### src/rtl/uart_pkg.sv
// Shared UART definitions: FSM state encoding and frame bit counts.
// The PARITY state and 11-bit frame exist only when UART_TX_PARITY_EN is defined.
package uart_pkg;

  typedef enum logic [2:0] {
    ST_IDLE,
    ST_START,
    ST_DATA,
`ifdef UART_TX_PARITY_EN
    ST_PARITY,
`endif
    ST_STOP
  } uart_state_e;

  localparam int DATA_BITS  = 8;
`ifdef UART_TX_PARITY_EN
  localparam int FRAME_BITS = 11;
`else
  localparam int FRAME_BITS = 10;
`endif

endpackage

### src/rtl/uart_tx_fifo.sv
// Transmit FIFO: power-of-two depth, registered occupancy count, full/empty flags.
module uart_tx_fifo #(
  parameter int DEPTH = 4,
  parameter int W     = 8
) (
  input  logic         clock,
  input  logic         reset,
  input  logic         push,
  input  logic         pop,
  input  logic [W-1:0] wdata,
  output logic [W-1:0] rdata,
  output logic         full,
  output logic         empty
);
  localparam int AW = $clog2(DEPTH);
  localparam logic [AW-1:0] PTR_ONE = AW'(1);
  localparam logic [AW:0]   CNT_ONE = (AW+1)'(1);

  logic [W-1:0]  mem [DEPTH];
  logic [AW-1:0] wr_ptr, rd_ptr;
  logic [AW:0]   count;
  logic          push_ok, pop_ok;

  // A push against a full FIFO is dropped even if a pop happens the same cycle.
  assign push_ok = push & ~full;
  assign pop_ok  = pop & ~empty;
  assign full    = (count == (AW+1)'(DEPTH));
  assign empty   = (count == '0);
  assign rdata   = mem[rd_ptr];

  always_ff @(posedge clock) begin
    if (push_ok) mem[wr_ptr] <= wdata;
  end

  always_ff @(posedge clock) begin
    if (!reset) begin
      wr_ptr <= '0;
      rd_ptr <= '0;
      count  <= '0;
    end else begin
      if (push_ok) wr_ptr <= wr_ptr + PTR_ONE;
      if (pop_ok)  rd_ptr <= rd_ptr + PTR_ONE;
      case ({push_ok, pop_ok})
        2'b10:   count <= count + CNT_ONE;
        2'b01:   count <= count - CNT_ONE;
        default: count <= count;
      endcase
    end
  end

endmodule

### src/rtl/uart_tx.sv
// FIFO-buffered UART transmitter, 8N1; define UART_TX_PARITY_EN for 8E1 (even parity).
// Back-to-back frames leave STOP straight into START when bytes are queued.
module uart_tx
  import uart_pkg::*;
#(
  parameter int CLK_HZ     = 50000000,
  parameter int BAUD       = 9600,
  parameter int FIFO_DEPTH = 4
) (
  input  logic       clock,
  input  logic       reset,
  input  logic [7:0] data,
  input  logic       write_enable,
  output logic       tx,
  output logic       full,
  output logic       busy,
  output logic       overflow
);
  localparam int CLKS_PER_BIT = CLK_HZ / BAUD;
  localparam int CW = (CLKS_PER_BIT > 1) ? $clog2(CLKS_PER_BIT) : 1;
  localparam logic [CW-1:0] BAUD_LAST = CW'(CLKS_PER_BIT - 1);
  localparam logic [CW-1:0] BAUD_ONE  = CW'(1);
  localparam logic [2:0]    LAST_BIT  = 3'(DATA_BITS - 1);

  uart_state_e state;
  logic [CW-1:0] baud_cnt;
  logic [2:0]    bit_idx;
  logic [7:0]    shreg;
  logic [7:0]    fifo_rdata;
  logic          fifo_empty, fifo_pop, bit_end;
`ifdef UART_TX_PARITY_EN
  logic          par_bit;
`endif

  assign bit_end  = (baud_cnt == BAUD_LAST);
  assign fifo_pop = ~fifo_empty &
                    ((state == ST_IDLE) | ((state == ST_STOP) & bit_end));
  assign busy     = (state != ST_IDLE) | ~fifo_empty;

  uart_tx_fifo #(.DEPTH(FIFO_DEPTH), .W(8)) u_fifo (
    .clock (clock),
    .reset (reset),
    .push  (write_enable),
    .pop   (fifo_pop),
    .wdata (data),
    .rdata (fifo_rdata),
    .full  (full),
    .empty (fifo_empty)
  );

  always_ff @(posedge clock) begin
    if (!reset) begin
      state    <= ST_IDLE;
      tx       <= 1'b1;
      baud_cnt <= '0;
      bit_idx  <= '0;
      shreg    <= '0;
      overflow <= 1'b0;
`ifdef UART_TX_PARITY_EN
      par_bit  <= 1'b0;
`endif
    end else begin
      if (write_enable && full) overflow <= 1'b1;
      case (state)
        ST_IDLE: begin
          baud_cnt <= '0;
          if (!fifo_empty) begin
            shreg <= fifo_rdata;
`ifdef UART_TX_PARITY_EN
            par_bit <= ^fifo_rdata;
`endif
            state <= ST_START;
            tx    <= 1'b0;
          end
        end
        ST_START: begin
          if (bit_end) begin
            baud_cnt <= '0;
            bit_idx  <= '0;
            tx       <= shreg[0];
            state    <= ST_DATA;
          end else baud_cnt <= baud_cnt + BAUD_ONE;
        end
        ST_DATA: begin
          if (bit_end) begin
            baud_cnt <= '0;
            if (bit_idx == LAST_BIT) begin
`ifdef UART_TX_PARITY_EN
              tx    <= par_bit;
              state <= ST_PARITY;
`else
              tx    <= 1'b1;
              state <= ST_STOP;
`endif
            end else begin
              // Shift register keeps the next bit at [1] so tx stays a plain flop.
              bit_idx <= bit_idx + 3'd1;
              tx      <= shreg[1];
              shreg   <= {1'b0, shreg[7:1]};
            end
          end else baud_cnt <= baud_cnt + BAUD_ONE;
        end
`ifdef UART_TX_PARITY_EN
        ST_PARITY: begin
          if (bit_end) begin
            baud_cnt <= '0;
            tx       <= 1'b1;
            state    <= ST_STOP;
          end else baud_cnt <= baud_cnt + BAUD_ONE;
        end
`endif
        ST_STOP: begin
          if (bit_end) begin
            baud_cnt <= '0;
            if (!fifo_empty) begin
              shreg <= fifo_rdata;
`ifdef UART_TX_PARITY_EN
              par_bit <= ^fifo_rdata;
`endif
              tx    <= 1'b0;
              state <= ST_START;
            end else begin
              tx    <= 1'b1;
              state <= ST_IDLE;
            end
          end else baud_cnt <= baud_cnt + BAUD_ONE;
        end
        default: begin
          state    <= ST_IDLE;
          tx       <= 1'b1;
          baud_cnt <= '0;
        end
      endcase
    end
  end

endmodule

### config.mk
export PLATFORM = sky130hd
export DESIGN_NAME = uart_tx
export DESIGN_NICKNAME = d
export VERILOG_FILES = /design/src/rtl/uart_pkg.sv /design/src/rtl/uart_tx_fifo.sv /design/src/rtl/uart_tx.sv
export SDC_FILE = /design/constraint.sdc
export NUM_CORES = 1
export LEC_CHECK = 0
export ABC_AREA = 1
export BUFFER_PORTS_ARGS = -buffer_cell sky130_fd_sc_hd__buf_4
export CORE_ASPECT_RATIO = 0.6
export CORE_MARGIN = 2
export CORE_UTILIZATION = 55
export CTS_CLUSTER_DIAMETER = 30
export DETAILED_ROUTE_END_ITERATION = 12
export HOLD_SLACK_MARGIN = 0.15
export PLACE_DENSITY = 0.75
export SLEW_MARGIN = 20
export SYNTH_ARGS = -nofsm -noshare
export SYNTH_HDL_FRONTEND = slang
export SYNTH_HIERARCHICAL = 1
export SYNTH_SLANG_ARGS = --single-unit
### constraint.sdc
create_clock -name clock -period 2.41 [get_ports clock]
set_clock_uncertainty 0.2 [all_clocks]
set_input_delay 0.241 -clock clock [delete_from_list [all_inputs] [get_ports clock]]
set_output_delay 0.241 -clock clock [all_outputs]
set_load 0.01 [all_outputs]
### Yosys cells after proc, flatten, opt, wreduce, memory -nomap -nowiden

Memory sizes are Yosys's and may differ from the RTL's. A register that Yosys moved wholly into a read port is not among the register bits.
Index checks and enable logic that the tools add are counted.

* add/subtract/negate cells: 6
* multipliers: 0
* divide/modulo/power cells: 0
* order comparisons: 0
* equality and inequality tests: 14
* shift-type cells: 0
* mux-type cells: 28
* bitwise operators: 10
* reductions and logical operators: 13

Operator list (number)
* $mux W8: 4
* $mux W3: 8
* $pmux W8 S3: 1
* $add A13 B1 Y13 const B: 1
* $eq A13 B13 Y1 const B: 1
* $ne A2 B2 Y1 const B: 6
* $pmux W3 S2: 2
* $pmux W3 S4: 1
* $reduce_and A4 Y1: 3
* $mux W1: 9
* $add A3 B1 Y3 const B: 2
* $eq A3 B2 Y1 const B: 2
* $eq A3 B3 Y1 const B: 2
* $logic_not A3 Y1: 2
* $reduce_bool A3 Y1: 2
* $reduce_or A3 Y1: 2
* $reduce_and A5 Y1: 1
* $add A2 B1 Y2 const B: 2
* $and A1 B1 Y1: 4
* $mux W2: 2
* $not A1 Y1: 4
* $pmux W1 S4: 1
* $reduce_bool A2 Y1: 2
* $eq A3 B1 Y1 const B: 1
* other kinds (5): 6

* flip-flop bits (word level): 36
* bits in latches: 0
* RAM bits: 32
* ROM bits: 0
* input port bits: 11
* memories kept: 1

Memories
* u_fifo.mem: words 4, width 8, rd ports 1, clocked after memory_dff 1, write ports 1, line uart_tx_fifo.sv:19 `logic [W-1:0] mem [DEPTH];`

### Longest topological paths before layout

* depth after elaboration: 7
* mapped depth: 18
* depth with buffers taken out: 18

### Modules after synthesis

The synthesis kept the hierarchy.

Modules (own cells, without submodules)
* uart_tx_fifo: times used 1, cells each 146, area an instance 1691.6 um2, seq. area each 1141.1 um2
* uart_tx: times used 1, cells each 220, area an instance 1609.0 um2, seq. area each 560.5 um2

### Worst setup path after synthesis

OpenSTA, ideal clock, no wires.

* path kind: flip-flop to flip-flop
* start point: register baud_cnt[0]
* end point: register u_fifo.count[2]
* setup time: 113 ps
* data arrival time: 2335 ps
* setup slack: -237 ps
* stages on the path, launching flop included: 19
* buffers on the path: 0
* period minus slack after synthesis: 2647 ps
* cells stage by stage: dfxtp_1 -> ha_1 -> nand2_1 -> nor2_1 -> nand3_4 -> nand2_1 -> inv_1 -> a211oi_1 -> nand2_1 -> inv_1 -> ha_1 -> inv_1 -> fa_1 -> inv_1 -> nand2_1 -> nand3_1 -> nand2_1 -> nand2_1 -> nor2_1

* longest elaborated chain between the ends: 7
* elaborated cells between the ends (all ways): 9
* classes of those cells: eq/ne: 3; mux: 1; bitwise: 4; reduce/logical: 1

Ends and longest elaborated chain
* start, declared: line uart_tx.sv:26 `logic [CW-1:0] baud_cnt;`
* start signal, assigned: line uart_tx.sv:82 `end else baud_cnt <= baud_cnt + BAUD_ONE;`
* start signal, assigned: line uart_tx.sv:101 `end else baud_cnt <= baud_cnt + BAUD_ONE;`
* start signal, assigned: line uart_tx.sv:126 `end else baud_cnt <= baud_cnt + BAUD_ONE;`
* $eq A13 B13 Y1 *: line uart_tx.sv:35 `assign bit_end = (baud_cnt == BAUD_LAST);`
* $and A1 B1 Y1 *: line uart_tx.sv:37 `((state == ST_IDLE) | ((state == ST_STOP) & bit_end));`
* $or A1 B1 Y1 *: line uart_tx.sv:37
* $and A1 B1 Y1 *: line uart_tx.sv:36 `assign fifo_pop = ~fifo_empty &`
* named net fifo_pop: line uart_tx.sv:30 `logic fifo_empty, fifo_pop, bit_end;`
* $and A1 B1 Y1 *: line uart_tx_fifo.sv:26 `assign pop_ok = pop & ~empty;`
* named net u_fifo.pop_ok: line uart_tx_fifo.sv:22 `logic push_ok, pop_ok;`
* $eq A2 B1 Y1 / $eq A2 B2 Y1 (equally long branches): line uart_tx_fifo.sv:43 `case ({push_ok, pop_ok})`
* $pmux W3 S2 / $reduce_bool A2 Y1 (equally long branches)
* end signal, assigned: line uart_tx_fifo.sv:44 `2'b10: count <= count + CNT_ONE;`
* end signal, assigned: line uart_tx_fifo.sv:45 `2'b01: count <= count - CNT_ONE;`
* end signal, assigned: line uart_tx_fifo.sv:46 `default: count <= count;`
* end, declared: line uart_tx_fifo.sv:21 `logic [AW:0] count;`

Mark *: on every way through the listed nets, which the timed path passes. The rest lies on a longest branch.
A chain may end at the register's enable or synchronous reset.

### Worst setup path in the final report

* start point: register baud_cnt[1]
* end point: register u_fifo.count[2]

Same word-level chain as after synthesis.

==> results <==
- Setup violations remaining at the end of the flow were counted as 3.
- The maximum buffer depth of the clock tree is 2.
- The CTS tree is yes.
- The worst path uses 107% of the clock period.
- The flow ran to the end, but the final reports show violations.
- During synthesis, Yosys emitted a total of 6 warnings.
- The placer's final routability congestion estimate is approximately 0.8.
- Buffers placed on the I/O ports in this run total 14.
- After detailed routing, the number of remaining DRC violations is 0.
- In this run, synthesis produced a sequential element count of 69.
- The largest total area in the synthesized netlist belongs to edfxtp_1.
- The least setup slack across all paths after layout is -0.161 ns.
- By instance count, the leading cell after synthesis is nand2_1.
- The synthesized netlist contains 34 unique library cells.
- The worst-case hold slack is 0.288 ns.
- The number of nets at the end of the flow is 465.
- Entering global routing, the biggest net connects 17 pins.
- The critical path required time is 2.46 ns.
- In this run the number of H-tree levels came out at 3.
- The static leakage power is ~1.7 nW.
- The count of endpoints failing hold in the final timing report is 0.
- The via count of the first global-routing pass is approximately 2700.
- By count the netlist is led by nand2_1 (60), nor2_1 (56), inv_1 (49), dfxtp_1 (37), edfxtp_1 (32).
- The die width is 104 um.
- Clock tree synthesis found a total of 69 sinks.
- Global routing finished with a remaining overflow of 0.
- After synthesis, the largest area contributor takes up 29.1% of total cell area.
- In this run the vertical extent of the chip is 64.0 um.
- After legalization and detailed placement, the total HPWL measured 5000 um.
- 15 I/O pins were placed.
- After synthesis, the cell types taking the most area are edfxtp_1 (29%), dfxtp_1 (22%), nand2_1 (6.8%), nor2_1 (6.4%), inv_1 (5.6%).
- Setup repair after global routing could not meet its margin everywhere.
- The timing-limited maximum frequency is 389 MHz.
- After technology mapping, the gate count stands at around 370.
- The worst setup path is of the flop to flop kind.
- Before antenna repair, the detailed router went through 6 iterations.
- The post-layout instance count excluding filler cells is 525.
- The number of antenna diodes in the final layout is 0.
- The first-pass GRT wire length is 12700 um.
- The tool flagged a number of max-cap violations equal to 0.
- The cell area that synthesis handed to floorplanning was 0.00330 sq mm.
- The via density per instance is 5.25.
- The fraction of final layout cells with drive strength greater than 1 is 28.5%.
- Once placement completed, the tool counted placed cells totaling approximately 480.
- The post-route core utilization is 73.8%.
- For this configuration, the core starts out at a cell density of 58.2%.
- Counting flops with an async set or reset pin after synthesis yields a share of 0%.
- The count of flip-flops with a built-in enable after synthesis is 32.
- After floorplanning, the core was divided into 21 placement rows.
- The area of the die is 0.00666 sq mm.
- The relative max-transition margin is 72.3%.
- Detailed routing inserted a total of 2757 vias.
- The clock period minus worst slack is approximately 2.6 ns.
- The total power divided by cell area is 983 mW/mm^2.
- The actual slew at the worst max-slew pin is 0.414 ns.
- The number of antenna violations at the first check in global routing is 0.
- After detailed routing, the total wire length is 7910 um.
- After detailed routing, the average wire length per cell comes to 15.1 um.
- Averaged over all synthesized cells, the footprint is 9.02 sq um.
- Summing all non-filler instances in the final layout gives an area of roughly 0.0042 sq mm.
- The first routing iteration left 160 violations.
- The tree is rooted in a clkbuf_8.
- The type of the tightest min-delay check is flop to flop.
- The sort of element at the end of the critical path is a flop.
- The area added between synthesis and finish is 26.9%.
- The most used flip-flop cell after synthesis is dfxtp_1.
- The slowest stage cell on the critical path is fa_2.
- VDD sags by at most just under 500 uV.
- The critical path's largest stage delay is 0.38 ns.
- Of all nets on the critical path, the largest fanout is 2.
- The total area inside the core boundary comes to 0.00568 sq mm.
- The number of pins exceeding their max-slew limit in the final report was 0.
- STA classifies the critical path startpoint as a flop.
- The clock reaches the later pin of the worst-skew pair after 0.36 ns.
- The number of clock buffers added by TritonCTS is 9.
- The proportion of synthesized chip area in sequential cells is 51.6%.
- Data on the critical path arrives at its endpoint at 2.63 ns.
- Counting every net in the synthesized netlist gives 391.
- The final reports fail on negative setup slack.
- The critical path goes through ha_4, nand2_4, nor2_4, nand3_4, nand2_4, inv_2, a211oi_4, nand2_1, inv_2, ha_4, inv_2, fa_2, inv_2, nand2_2, nand3_2, nand2_1, nand2_1, nor2_1.
- The overall global routing resource usage is 24.5%.
- The count of nets left with antenna violations once routing finished came out at 0.
- After clock tree synthesis, the clock-pin slew on the worst setup and hold paths is 0.08 ns.
- The most prevalent standard cell on the critical path is inv_2.
- The placed instances occupy a cell area of approximately 0.0037 sq mm.
[final cells by class]
| cell class | instances | area, sq um |
|---|---|---|
| Sequential cell | 69 | 1710 |
| Multi-Input combinational cell | 235 | 1430 |
| Fill cell | 386 | 1490 |
| Timing Repair Buffer | 68 | 536 |
| Clock buffer | 9 | 124 |
| Clock inverter | 7 | 80.1 |
| Inverter | 57 | 214 |
| Tap cell | 80 | 100 |
[cell usage in the layout (no fill, tap or decap), drive strengths merged]
cell | synthesis | layout
fa | 1 | 1
a211oi | 4 | 4
o21ai | 26 | 26
inv | 57 | 61
ha | 13 | 13
nor2 | 61 | 61
clkbuf | 1 | 9
dlygate4sd3 | 0 | 10
nand2 | 66 | 66
bufinv | 0 | 1
clkinvlp | 0 | 1
dfxtp | 37 | 37
nand4 | 11 | 11
edfxtp | 32 | 32
o22ai | 8 | 8
buf | 4 | 58
or2 | 2 | 2
nor4 | 1 | 1
a31oi | 1 | 1
clkinv | 0 | 1
mux2i | 7 | 7
nor3 | 4 | 4
a21oi | 14 | 14
nand3 | 12 | 12
xor2 | 3 | 3
nand3b | 1 | 1
[cell families (layout without fill, tap and decap cells)]
| logic type | count (synthesis) | count (layout) | share of synthesized area [%] |
|---|---|---|---|
| and+or+nand+nor | 158 | 158 | 22.6 |
| DFF | 69 | 69 | 51.6 |
| buffers and inverters | 62 | 141 | 7.85 |
| AOI/OAI and AO/OA | 53 | 53 | 9.59 |
| adders and majority gates | 14 | 14 | 5.53 |
| muxes | 7 | 7 | 2.12 |
| xor gates and xnor gates | 3 | 3 | 0.796 |
[layer usage]
metal / track usage, % / wire [um] / share of wire (%)
met3: 5.41 / 467 / 5.9
met2: 36.4 / 3560 / 45
met4: 11.5 / 148 / 1.9
met1: 34.3 / 3730 / 47
met5: 0 / 0 / 0
[power by group]
group,switching [mW],internal (mW),leakage (nW)
Combinational,0.948,0.689,1.04
Sequential,0.107,1.39,0.597
Clock,0.493,0.494,0.103
Total,1.55,2.57,1.74
[flip-flops by register name, summed over array words and instances (netlist names), named ones only]
name / flops
u_fifo/wr_ptr: 2
tx: 1
u_fifo/mem: 32
bit_idx: 3
u_fifo/count: 3
shreg: 8
state: 2
baud_cnt: 13
u_fifo/rd_ptr: 2
overflow: 1
[worst paths after layout]
path,start,slack [ns],to,cells after the start
worst max-delay path,baud_cnt[1],-0.16,u_fifo/count[2],18
worst min-delay path,shreg[7],0.29,shreg[7],2
worst max register to register,baud_cnt[1],-0.16,u_fifo/count[2],18
worst min register to register,shreg[7],0.29,shreg[7],2
[what timing repair did]
action,CTS,global route
endpoints found under the hold margin,51,0
pin swaps,6,8
setup buffers,14,3
hold buffers,10,0
endpoints found under the setup margin,2,4
resized for setup,4,12
[critical path: cells and delay by family, from the launching register on]
kind / cells / cell delay [ns]
fa+ha+maj: 3 / 0.66
flops: 1 / 0.36
simple gates: 10 / 0.75
compound gates: 1 / 0.22
buf+inv: 4 / 0.27
[per-stage QoR]
stage / setup TNS, ns / power, mW / setup WS, ns
6_report: -0.393 / 4.12 / -0.161
5_1_grt: -0.769 / 4.37 / -0.280
4_1_cts: 0 / 3.98 / 0.00202
3_5_place_dp: -0.119 / 2.87 / -0.119
3_3_place_gp: -0.0123 / 2.81 / -0.0123
2_1_floorplan: -0.0607 / 2.48 / -0.0607
Note: power is estimated with default switching activity, not from simulation.
